`src/rtl/lsu_pkg.sv`:
```
// Shared definitions for the memory-stage load/store unit: funct3 codes,
// FSM encoding and access-size decoding.
package lsu_pkg;

    localparam int DEFAULT_DATA_WIDTH = 32;
    localparam int DEFAULT_ADDR_WIDTH = 32;

    localparam logic [2:0] F3_LB  = 3'b000;
    localparam logic [2:0] F3_LH  = 3'b001;
    localparam logic [2:0] F3_LW  = 3'b010;
    localparam logic [2:0] F3_LBU = 3'b100;
    localparam logic [2:0] F3_LHU = 3'b101;
    localparam logic [2:0] F3_SB  = 3'b000;
    localparam logic [2:0] F3_SH  = 3'b001;
    localparam logic [2:0] F3_SW  = 3'b010;

    typedef enum logic [1:0] {
        ST_IDLE = 2'd0,
        ST_REQ  = 2'd1,
        ST_WAIT = 2'd2,
        ST_DONE = 2'd3
    } lsu_state_e;

    typedef enum logic [1:0] {
        SZ_BYTE = 2'd0,
        SZ_HALF = 2'd1,
        SZ_WORD = 2'd2
    } access_size_e;

    // Unused funct3 encodings fall through to a full word access.
    function automatic access_size_e access_size(input logic is_store, input logic [2:0] funct3);
        access_size_e size;
        size = SZ_WORD;
        if (is_store) begin
            case (funct3)
                F3_SB:   size = SZ_BYTE;
                F3_SH:   size = SZ_HALF;
                default: size = SZ_WORD;
            endcase
        end else begin
            case (funct3)
                F3_LB, F3_LBU: size = SZ_BYTE;
                F3_LH, F3_LHU: size = SZ_HALF;
                default:       size = SZ_WORD;
            endcase
        end
        return size;
    endfunction

    function automatic logic is_misaligned(input access_size_e size, input logic [1:0] offset);
        logic mis;
        case (size)
            SZ_HALF: mis = offset[0];
            SZ_WORD: mis = (offset != 2'b00);
            default: mis = 1'b0;
        endcase
        return mis;
    endfunction

endpackage

```
`src/rtl/load_store_unit_if.sv`:
```
// Data-cache port of the load/store unit: a valid/ready request channel and
// a valid-only response channel.
interface load_store_unit_if #(
    parameter int DATA_WIDTH = lsu_pkg::DEFAULT_DATA_WIDTH,
    parameter int ADDR_WIDTH = lsu_pkg::DEFAULT_ADDR_WIDTH
);
    // Request transfers on a rising edge where VALID and READY are both high;
    // once raised, VALID and the payload stay unchanged until that edge. A
    // response is a single cycle of RESP_VALID and cannot be back-pressured.
    logic                  CACHE_REQ_VALID;
    logic                  CACHE_REQ_READY;
    logic                  CACHE_REQ_WRITE;
    logic [ADDR_WIDTH-1:0] CACHE_REQ_ADDR;
    logic [DATA_WIDTH-1:0] CACHE_REQ_WDATA;
    logic [3:0]            CACHE_REQ_WSTRB;
    logic                  CACHE_RESP_VALID;
    logic [DATA_WIDTH-1:0] CACHE_RESP_DATA;

    modport master (
        output CACHE_REQ_VALID, CACHE_REQ_WRITE, CACHE_REQ_ADDR,
        output CACHE_REQ_WDATA, CACHE_REQ_WSTRB,
        input  CACHE_REQ_READY, CACHE_RESP_VALID, CACHE_RESP_DATA
    );

    modport slave (
        input  CACHE_REQ_VALID, CACHE_REQ_WRITE, CACHE_REQ_ADDR,
        input  CACHE_REQ_WDATA, CACHE_REQ_WSTRB,
        output CACHE_REQ_READY, CACHE_RESP_VALID, CACHE_RESP_DATA
    );

endinterface

```
`src/rtl/load_align_extend.sv`:
```
// Picks the addressed byte/half out of a cache word and sign- or zero-extends
// it according to the load funct3.
module load_align_extend
    import lsu_pkg::*;
(
    input  logic [31:0] word,
    input  logic [1:0]  addr,
    input  logic [2:0]  funct3,
    output logic [31:0] extended
);

    logic [7:0]  lane_byte;
    logic [15:0] lane_half;

    always_comb begin
        lane_byte = word[7:0];
        case (addr)
            2'd1:    lane_byte = word[15:8];
            2'd2:    lane_byte = word[23:16];
            2'd3:    lane_byte = word[31:24];
            default: lane_byte = word[7:0];
        endcase
        lane_half = addr[1] ? word[31:16] : word[15:0];
    end

    always_comb begin
        extended = word;
        case (funct3)
            F3_LB:   extended = {{24{lane_byte[7]}}, lane_byte};
            F3_LH:   extended = {{16{lane_half[15]}}, lane_half};
            F3_LBU:  extended = {24'd0, lane_byte};
            F3_LHU:  extended = {16'd0, lane_half};
            default: extended = word;
        endcase
    end

endmodule

```
`src/rtl/load_store_unit.sv`:
```
// Memory-stage load/store unit: one outstanding data-cache access at a time,
// stalling the pipeline until the access has completed.
module load_store_unit
    import lsu_pkg::*;
#(
    parameter int DATA_WIDTH = DEFAULT_DATA_WIDTH,
    parameter int ADDR_WIDTH = DEFAULT_ADDR_WIDTH
) (
    input  logic                  CLK,
    input  logic                  RST_N,
    input  logic                  MEM_READ_IN,
    input  logic                  MEM_WRITE_IN,
    input  logic [2:0]            FUNCT3_IN,
    input  logic [ADDR_WIDTH-1:0] ADDRESS_IN,
    input  logic [DATA_WIDTH-1:0] STORE_DATA_IN,
    load_store_unit_if.master     cache,
    output logic [DATA_WIDTH-1:0] DATA_CACHE_OUT_DATA,
    output logic                  LOAD_DONE,
    output logic                  STALL_OUT,
    output logic                  MISALIGNED_OUT,
    output lsu_state_e            DEBUG_STATE
);

    lsu_state_e            state;
    logic                  req_valid;
    logic                  req_write;
    logic [2:0]            req_funct3;
    logic [1:0]            req_offset;
    logic [ADDR_WIDTH-1:0] req_addr;
    logic [DATA_WIDTH-1:0] req_wdata;
    logic [3:0]            req_wstrb;
    logic [DATA_WIDTH-1:0] load_data;
    logic                  load_done;

    logic                  access;
    logic                  is_store;
    access_size_e          size;
    logic                  misaligned;
    logic                  launch;
    logic [DATA_WIDTH-1:0] next_wdata;
    logic [3:0]            next_wstrb;
    logic [DATA_WIDTH-1:0] extended;

    // A simultaneous read and write request is executed as a load.
    assign access     = MEM_READ_IN | MEM_WRITE_IN;
    assign is_store   = MEM_WRITE_IN & ~MEM_READ_IN;
    assign size       = access_size(is_store, FUNCT3_IN);
    assign misaligned = is_misaligned(size, ADDRESS_IN[1:0]);
    assign launch     = (state == ST_IDLE) & access & ~misaligned;

    assign MISALIGNED_OUT = (state == ST_IDLE) & access & misaligned;
    assign STALL_OUT      = launch | (state == ST_REQ) | (state == ST_WAIT);

    always_comb begin
        next_wdata = STORE_DATA_IN;
        next_wstrb = 4'b1111;
        case (size)
            SZ_BYTE: begin
                next_wdata = {4{STORE_DATA_IN[7:0]}};
                next_wstrb = 4'b0001 << ADDRESS_IN[1:0];
            end
            SZ_HALF: begin
                next_wdata = {2{STORE_DATA_IN[15:0]}};
                next_wstrb = 4'b0011 << {ADDRESS_IN[1], 1'b0};
            end
            default: begin
                next_wdata = STORE_DATA_IN;
                next_wstrb = 4'b1111;
            end
        endcase
        if (!is_store) begin
            next_wdata = '0;
            next_wstrb = 4'b0000;
        end
    end

    load_align_extend u_align (
        .word     (cache.CACHE_RESP_DATA),
        .addr     (req_offset),
        .funct3   (req_funct3),
        .extended (extended)
    );

    always_ff @(posedge CLK or negedge RST_N) begin
        if (!RST_N) begin
            state      <= ST_IDLE;
            req_valid  <= 1'b0;
            req_write  <= 1'b0;
            req_funct3 <= 3'b000;
            req_offset <= 2'b00;
            req_addr   <= '0;
            req_wdata  <= '0;
            req_wstrb  <= 4'b0000;
            load_data  <= '0;
            load_done  <= 1'b0;
        end else begin
            case (state)
                ST_IDLE: begin
                    load_done <= 1'b0;
                    if (launch) begin
                        req_valid  <= 1'b1;
                        req_write  <= is_store;
                        req_funct3 <= FUNCT3_IN;
                        req_offset <= ADDRESS_IN[1:0];
                        req_addr   <= {ADDRESS_IN[ADDR_WIDTH-1:2], 2'b00};
                        req_wdata  <= next_wdata;
                        req_wstrb  <= next_wstrb;
                        state      <= ST_REQ;
                    end
                end
                ST_REQ: begin
                    if (cache.CACHE_REQ_READY) begin
                        req_valid <= 1'b0;
                        state     <= req_write ? ST_DONE : ST_WAIT;
                    end
                end
                ST_WAIT: begin
                    if (cache.CACHE_RESP_VALID) begin
                        load_data <= extended;
                        load_done <= 1'b1;
                        state     <= ST_DONE;
                    end
                end
                // The pipeline advances at the end of DONE, so the same
                // instruction is never seen again in IDLE.
                ST_DONE: begin
                    load_done <= 1'b0;
                    state     <= ST_IDLE;
                end
                default: begin
                    req_valid <= 1'b0;
                    load_done <= 1'b0;
                    state     <= ST_IDLE;
                end
            endcase
        end
    end

    assign cache.CACHE_REQ_VALID = req_valid;
    assign cache.CACHE_REQ_WRITE = req_write;
    assign cache.CACHE_REQ_ADDR  = req_addr;
    assign cache.CACHE_REQ_WDATA = req_wdata;
    assign cache.CACHE_REQ_WSTRB = req_wstrb;

    assign DATA_CACHE_OUT_DATA = load_data;
    assign LOAD_DONE           = load_done;
    assign DEBUG_STATE         = state;

endmodule

```
`src/flat_wrapper.sv`:
```
// flat-port wrapper written by rule: the top's interface ports become plain ports
module load_store_unit_flat import lsu_pkg::*;
#(
    parameter int DATA_WIDTH = DEFAULT_DATA_WIDTH,
    parameter int ADDR_WIDTH = DEFAULT_ADDR_WIDTH
)
  (CLK, RST_N, MEM_READ_IN, MEM_WRITE_IN, FUNCT3_IN, ADDRESS_IN, STORE_DATA_IN, DATA_CACHE_OUT_DATA, LOAD_DONE, STALL_OUT, MISALIGNED_OUT, DEBUG_STATE, cache_CACHE_REQ_VALID, cache_CACHE_REQ_WRITE, cache_CACHE_REQ_ADDR, cache_CACHE_REQ_WDATA, cache_CACHE_REQ_WSTRB, cache_CACHE_REQ_READY, cache_CACHE_RESP_VALID, cache_CACHE_RESP_DATA);
  load_store_unit_if #(.DATA_WIDTH(DATA_WIDTH), .ADDR_WIDTH(ADDR_WIDTH)) cache_i ();
  input  logic CLK;
  input  logic RST_N;
  input  logic MEM_READ_IN;
  input  logic MEM_WRITE_IN;
  input  logic [2:0] FUNCT3_IN;
  input  logic [ADDR_WIDTH-1:0] ADDRESS_IN;
  input  logic [DATA_WIDTH-1:0] STORE_DATA_IN;
  output logic [DATA_WIDTH-1:0] DATA_CACHE_OUT_DATA;
  output logic LOAD_DONE;
  output logic STALL_OUT;
  output logic MISALIGNED_OUT;
  output lsu_state_e DEBUG_STATE;
  output wire logic [$bits(cache_i.CACHE_REQ_VALID)-1:0] cache_CACHE_REQ_VALID;
  output wire logic [$bits(cache_i.CACHE_REQ_WRITE)-1:0] cache_CACHE_REQ_WRITE;
  output wire logic [$bits(cache_i.CACHE_REQ_ADDR)-1:0] cache_CACHE_REQ_ADDR;
  output wire logic [$bits(cache_i.CACHE_REQ_WDATA)-1:0] cache_CACHE_REQ_WDATA;
  output wire logic [$bits(cache_i.CACHE_REQ_WSTRB)-1:0] cache_CACHE_REQ_WSTRB;
  input wire logic [$bits(cache_i.CACHE_REQ_READY)-1:0] cache_CACHE_REQ_READY;
  input wire logic [$bits(cache_i.CACHE_RESP_VALID)-1:0] cache_CACHE_RESP_VALID;
  input wire logic [$bits(cache_i.CACHE_RESP_DATA)-1:0] cache_CACHE_RESP_DATA;
  assign cache_CACHE_REQ_VALID = cache_i.CACHE_REQ_VALID;
  assign cache_CACHE_REQ_WRITE = cache_i.CACHE_REQ_WRITE;
  assign cache_CACHE_REQ_ADDR = cache_i.CACHE_REQ_ADDR;
  assign cache_CACHE_REQ_WDATA = cache_i.CACHE_REQ_WDATA;
  assign cache_CACHE_REQ_WSTRB = cache_i.CACHE_REQ_WSTRB;
  assign cache_i.CACHE_REQ_READY = cache_CACHE_REQ_READY;
  assign cache_i.CACHE_RESP_VALID = cache_CACHE_RESP_VALID;
  assign cache_i.CACHE_RESP_DATA = cache_CACHE_RESP_DATA;
  load_store_unit #(.DATA_WIDTH(DATA_WIDTH), .ADDR_WIDTH(ADDR_WIDTH)) u_core (.CLK(CLK), .RST_N(RST_N), .MEM_READ_IN(MEM_READ_IN), .MEM_WRITE_IN(MEM_WRITE_IN), .FUNCT3_IN(FUNCT3_IN), .ADDRESS_IN(ADDRESS_IN), .STORE_DATA_IN(STORE_DATA_IN), .cache(cache_i), .DATA_CACHE_OUT_DATA(DATA_CACHE_OUT_DATA), .LOAD_DONE(LOAD_DONE), .STALL_OUT(STALL_OUT), .MISALIGNED_OUT(MISALIGNED_OUT), .DEBUG_STATE(DEBUG_STATE));
endmodule
```
`config.mk`:
```
export PLATFORM = sky130hd
export DESIGN_NAME = load_store_unit_flat
export DESIGN_NICKNAME = d
export VERILOG_FILES = /design/src/rtl/lsu_pkg.sv /design/src/rtl/load_store_unit_if.sv /design/src/rtl/load_align_extend.sv /design/src/rtl/load_store_unit.sv /design/src/flat_wrapper.sv
export SDC_FILE = /design/constraint.sdc
export NUM_CORES = 1
export LEC_CHECK = 0
export BUFFER_PORTS_ARGS = -buffer_cell sky130_fd_sc_hd__buf_2
export CAP_MARGIN = 30
export CORE_AREA = 2 2 107 109
export DETAILED_ROUTE_END_ITERATION = 8
export DIE_AREA = 0 0 109 111
export PLACE_DENSITY = 0.76
export SKIP_LAST_GASP = 1
export SYNTH_ARGS = -nofsm -noshare
export SYNTH_HDL_FRONTEND = slang
export SYNTH_SLANG_ARGS = --single-unit
```
`constraint.sdc`:
```
create_clock -name CLK -period 2.5 [get_ports CLK]
set_clock_uncertainty 0.05 [all_clocks]
set_input_delay 0.375 -clock CLK [delete_from_list [all_inputs] [get_ports CLK]]
set_output_delay 0.375 -clock CLK [all_outputs]
set_load 0.01 [all_outputs]
```
==> results of run 1 <==
[state kept, by name, summed over array words and instances, names as in the netlist]
signal and flops:
u_core.DATA_CACHE_OUT_DATA 32, u_core.cache.CACHE_REQ_WDATA 32, u_core.cache.CACHE_REQ_ADDR 30, u_core.cache.CACHE_REQ_WSTRB 4, u_core.req_funct3 3, u_core.DEBUG_STATE 2, u_core.req_offset 2, u_core.LOAD_DONE 1
u_core.cache.CACHE_REQ_VALID 1, u_core.cache.CACHE_REQ_WRITE 1
[routing by layer]
metal | share of wire | GRT usage | vias to the layer above | routed length [um]
met2 | 0.50 | 0.391 | 188 | 6980
met1 | 0.40 | 0.298 | 2145 | 5500
li1 | - | - | 2079 | -
met5 | 0 | 0 | - | 0
met4 | 0.019 | 0.0821 | 0 | 270
met3 | 0.083 | 0.0535 | 23 | 1160
[stage by stage]
stage,util,cell area [um2],hold WS [ps]
floorplan,-,5210,29.4
global placement,0.574,6360,318
detailed placement,0.574,6360,324
CTS,0.600,6650,181
global route,0.600,6650,183
finish,0.600,6650,191
[worst max path at each step]
| stage | from | to | cells past startpoint |
|---|---|---|---|
| 6_report | u_core.DEBUG_STATE[0] | STALL_OUT | 6 |
| 5_1_grt | u_core.DEBUG_STATE[0] | STALL_OUT | 6 |
| 4_1_cts | u_core.DEBUG_STATE[0] | STALL_OUT | 6 |
| 3_5_place_dp | u_core.DEBUG_STATE[0] | u_core.cache.CACHE_REQ_WDATA[25] | 6 |
| 3_3_place_gp | MEM_READ_IN | u_core.cache.CACHE_REQ_ADDR[29] | 5 |
| 2_1_floorplan | u_core.DEBUG_STATE[0] | STALL_OUT | 7 |
[cells by family after synthesis]
logic type	share of synthesized area
simple gates	0.144
fa+ha+maj	0.00722
buf+inv	0.0404
mux	0.157
flops	0.519
compound gates	0.132
other cells	0.000721
[where the power goes]
group | switching (uW) | internal (uW)
Sequential | 519 | 2580
Combinational | 1770 | 1570
Clock | 622 | 732
Total | 2920 | 4880
[cells in the mapped netlist, drive strengths merged (2+ instances only)]
master | instances | area share
dfrtp | 108 | 0.52
nand2 | 61 | 0.044
mux2 | 43 | 0.093
nand3 | 35 | 0.043
mux2i | 31 | 0.060
o21ai | 21 | 0.020
o31ai | 21 | 0.030
clkbuf | 17 | 0.012
nor2 | 17 | 0.012
buf | 16 | 0.025
a21oi | 14 | 0.016
a22o | 8 | 0.013
and3b | 8 | 0.013
nor3 | 8 | 0.0077
a211oi | 7 | 0.010
o221a | 7 | 0.015
o221ai | 7 | 0.012
inv | 4 | 0.0029
ha | 3 | 0.0072
nand3b | 3 | 0.0043
a21o | 2 | 0.0029
and2 | 2 | 0.0024
nand2b | 2 | 0.0024
nor2b | 2 | 0.0024
o2111ai | 2 | 0.0046
or2 | 2 | 0.0029
[layout make-up]
cell class | count | area (um2)
clock buffers | 13 | 260
inverters | 5 | 18.8
well taps | 143 | 179
repair buffers | 222 | 1160
clock inverters | 3 | 21.3
fillers | 938 | 4430
flip-flops and latches | 108 | 2700
multi-input cells | 318 | 2300
[worst register-to-register path: stages, from the launching register on]
cell	delay (ps)
dfrtp_1	430
inv_1	100
ha_1	260
o21a_1	220
o2111ai_4	250
buf_4	320
o41ai_1	370
[what timing repair did]
item,in CTS,in global routing
hold endpoints to repair,34,0
hold buffers,1,0
setup endpoints to repair,0,0
==> metrics.txt, run 1 <==
Clock Latency Late Sink=340 ps; Worst path top cell family by delay=compound AO/OA/AOI/OAI gates; R2R Setup Slk=390 ps; clk buf depth=2; total CTS buffers=9; VDD IR-drop max=0.651 mV; ant diodes=0; worst path arrival time=1860 ps; first-pass GRT wire length=22500 um; Post-Layout Cell Count=812; Die Ht=111 um; CTS tree=built; area grow syn2layout=27.8%; Port Buf Inserts=209; worst path bufs/invs=2; CTS resizes=0; power density over the cells=1170 nW/um2; Max stage delay cell, worst path=dfrtp_1; initial DRC count=290; global route overflow=0; Synth Cell Area=5200 um2; Initial Util=0.470; antenna viol nets, final=0; DR WL/cell=17.1 um; commonest non-fill, non-tap cell in the layout=buf_2; FF-to-FF path depth=6; Yosys reg bits=108; Final #Nets=772; fin crit share=0.914; largest net degree at the start of global routing=60; Detailed Place HPWL=10500 um; Startpoint Class=flop; Avg Cell Area, Syn=11.2 um2; initial antenna violation count=0; status=complete, no violations; critical-path cell list=inv_1 -> ha_1 -> o21a_1 -> o2111ai_4 -> nand2_1 -> buf_2; Total Wirelength=13900 um; Gate Count Post-Synth=463; max-slew violation count=0; vias in the first global route=4557; Core Area=11100 um2; Max Fclk=438 MHz; Cell variety after synth=48; Hold Path Class=input pin to flop; Total Routing Usage GR=0.235; critical path required time=2080 ps; via/cell ratio=5.46; most frequent cells in the layout=208 x buf_2, 108 x dfrtp_1, 61 x nand2_1; r2r endpoint=u_core.cache.CACHE_REQ_WDATA[25]; post-CTS setup buffers=0; CP Class=flop to primary output; layout cells sized above 1=0.441; Final WS setup=214 ps; RSZ-0062 raised after global routing=no; worst rel slew slack=0.531; HP Start=ADDRESS_IN[31]; Leak Pwr=0.00345 uW; Tot Pwr=7790 uW; r2r startpoint=u_core.DEBUG_STATE[0]; num ports=212; Seq/Total Area, Yosys=0.519; DRC Markers=0; hold endpoint=u_core.cache.CACHE_REQ_ADDR[31]; CP max stage delay=430 ps; actual slew at the worst max-slew pin=702 ps; EDFF count, synth=0; via count=4435; critical path peak fanout=11; Die W=109 um; H-tree depth=3; drt first pass iters=4; Placer Congestion=0.891; hold depth=2; Die Area=12100 um2; Synth async-reset ratio=1.00; Setup WS pre-CTS=371 ps; Clock Tree Root=clkbuf_16; clk sinks=108; Yosys warning count=0; Critical Path End Type=primary output; Hold Fails Final Rpt=0; fin crit period=2290 ps; dpl cells=795; Max Cap Viol=0; final setup vio count=0; Post-synth top flop=dfrtp_1; row cnt=39; clk slew on worst S/H paths=70 ps; setup TNS=0 ps
No activity file was read; power rests on OpenSTA's default activity.
==> run 2: changes to the inputs <==
- PLACE_DENSITY: 0.76 -> 0.87
==> run 2 against run 1 <==
Combinational power barely moved; core utilization up 0.090 points; critical path depth did not move.
==> metrics.txt, run 2 (synthesis results as in run 1) <==
status=complete, no violations; fin crit period=2220 ps; RSZ-0062 raised after global routing=no; antenna viol nets, final=0; Final #Nets=770; Startpoint Class=flop; Max stage delay cell, worst path=dfrtp_1; Total Wirelength=14400 um; Clock Tree Root=clkbuf_16; Power Internal=4940 uW; Tot Pwr=7890 uW; Hold Fails Final Rpt=0; worst path arrival time=1790 ps; post-CTS setup buffers=0; critical-path cell list=inv_1 -> ha_1 -> o21a_1 -> o2111ai_4 -> nand2_1 -> buf_2; CP max stage delay=440 ps; H-tree depth=3; CTS tree=built; num ports=212; Placer Congestion=0.894; CP Class=flop to primary output; clk buf depth=2; switching power=2950 uW; Detailed Place HPWL=10800 um; commonest non-fill, non-tap cell in the layout=buf_2; Initial Util=0.470; max-slew violation count=0; DR WL/cell=17.8 um; actual slew at the worst max-slew pin=729 ps; DRC Markers=0; Die W=109 um; critical path required time=2080 ps; switching part of the total=0.373; critical path peak fanout=6; clk slew on worst S/H paths=70 ps; Port Buf Inserts=209; ant diodes=0; post-route cell area=6660 um2; clk sinks=108; worst rel slew slack=0.514; Max Fclk=451 MHz; Die Ht=111 um; area grow syn2layout=28.0%; initial DRC count=340; first-pass GRT wire length=22600 um; Comb power frac=0.424; VDD IR-drop max=0.584 mV; Critical Path End Type=primary output; drt first pass iters=5; final setup vio count=0; largest net degree at the start of global routing=57; via/cell ratio=5.63; Total Routing Usage GR=0.237; sequential power share=0.397; FF-to-FF path depth=6; power density over the cells=1180 nW/um2; fin crit share=0.887; row cnt=39; vias in the first global route=4636; placed instance area=6360 um2; initial antenna violation count=0; global route overflow=0; total CTS buffers=9; via count=4558; Hold Buf Count CTS=0; CTS resizes=0; clock share of power=0.180; most frequent cells in the layout=208 x buf_2, 108 x dfrtp_1, 61 x nand2_1; setup TNS=0 ps; Die Area=12100 um2; Clock Latency Late Sink=330 ps; layout cells sized above 1=0.439; Core Area=11100 um2; Leak Pwr=0.00344 uW; Max Cap Viol=0; Hold Path Class=input pin to async pin
run 2: power by group through the flow:
stage               registers, uW  clock network (uW)  logic (uW)
CTS                          3120                1450        3360
finish                       3130                1420        3340
global placement             3090                   0        3240
global route                 3220                1510        3650
floorplan                    3400                   0        1720
detailed placement           3130                   0        3370
run 2: layout make-up:
type	count	area, um2
clock buffers	13	250
clock inverters	3	46.3
fillers	919	4420
inverters	5	18.8
multi-input cells	318	2300
flip-flops and latches	108	2700
well taps	143	179
repair buffers	220	1160
run 2: path summary, 6_finish.rpt:
path	startpoint	end	slack (ps)
setup reg to reg	u_core.DEBUG_STATE[0]	u_core.DATA_CACHE_OUT_DATA[12]	340
setup / recovery	u_core.DEBUG_STATE[0]	STALL_OUT	280
hold / removal	RST_N	u_core.DATA_CACHE_OUT_DATA[0]	50
min in group CLK	ADDRESS_IN[4]	u_core.cache.CACHE_REQ_ADDR[4]	200
max in group asynchronous	RST_N	u_core.cache.CACHE_REQ_ADDR[17]	1660
hold reg to reg	u_core.cache.CACHE_REQ_WDATA[17]	u_core.cache.CACHE_REQ_WDATA[17]	430
run 2: worst max-delay path: cells and delay by family (launching register included):
family / cells / cell delay (ps)
AND/OR/NAND/NOR: 1 / 90
adder cells (fa/ha/maj): 1 / 260
buffers and inverters: 2 / 250
AO/OA/AOI/OAI: 2 / 410
flip-flops: 1 / 440
run 2: layer usage:
layer	GRT usage	vias up	part of all wire
met5	0	-	0
met4	0.0915	0	0.025
met3	0.0576	35	0.092
met2	0.396	270	0.49
met1	0.293	2178	0.40
li1	-	2075	-
run 2: metrics by stage:
stage / cells / utilization / hold WS [ps] / setup WS, ps
5_1_grt: 810 / 0.601 / 98.2 / 132
6_report: 810 / 0.601 / 47.9 / 283
4_1_cts: 810 / 0.601 / 68.2 / 255
3_3_place_gp: 794 / 0.574 / 407 / 499
3_5_place_dp: 794 / 0.574 / 415 / 342
2_1_floorplan: 464 / - / 29.4 / 538
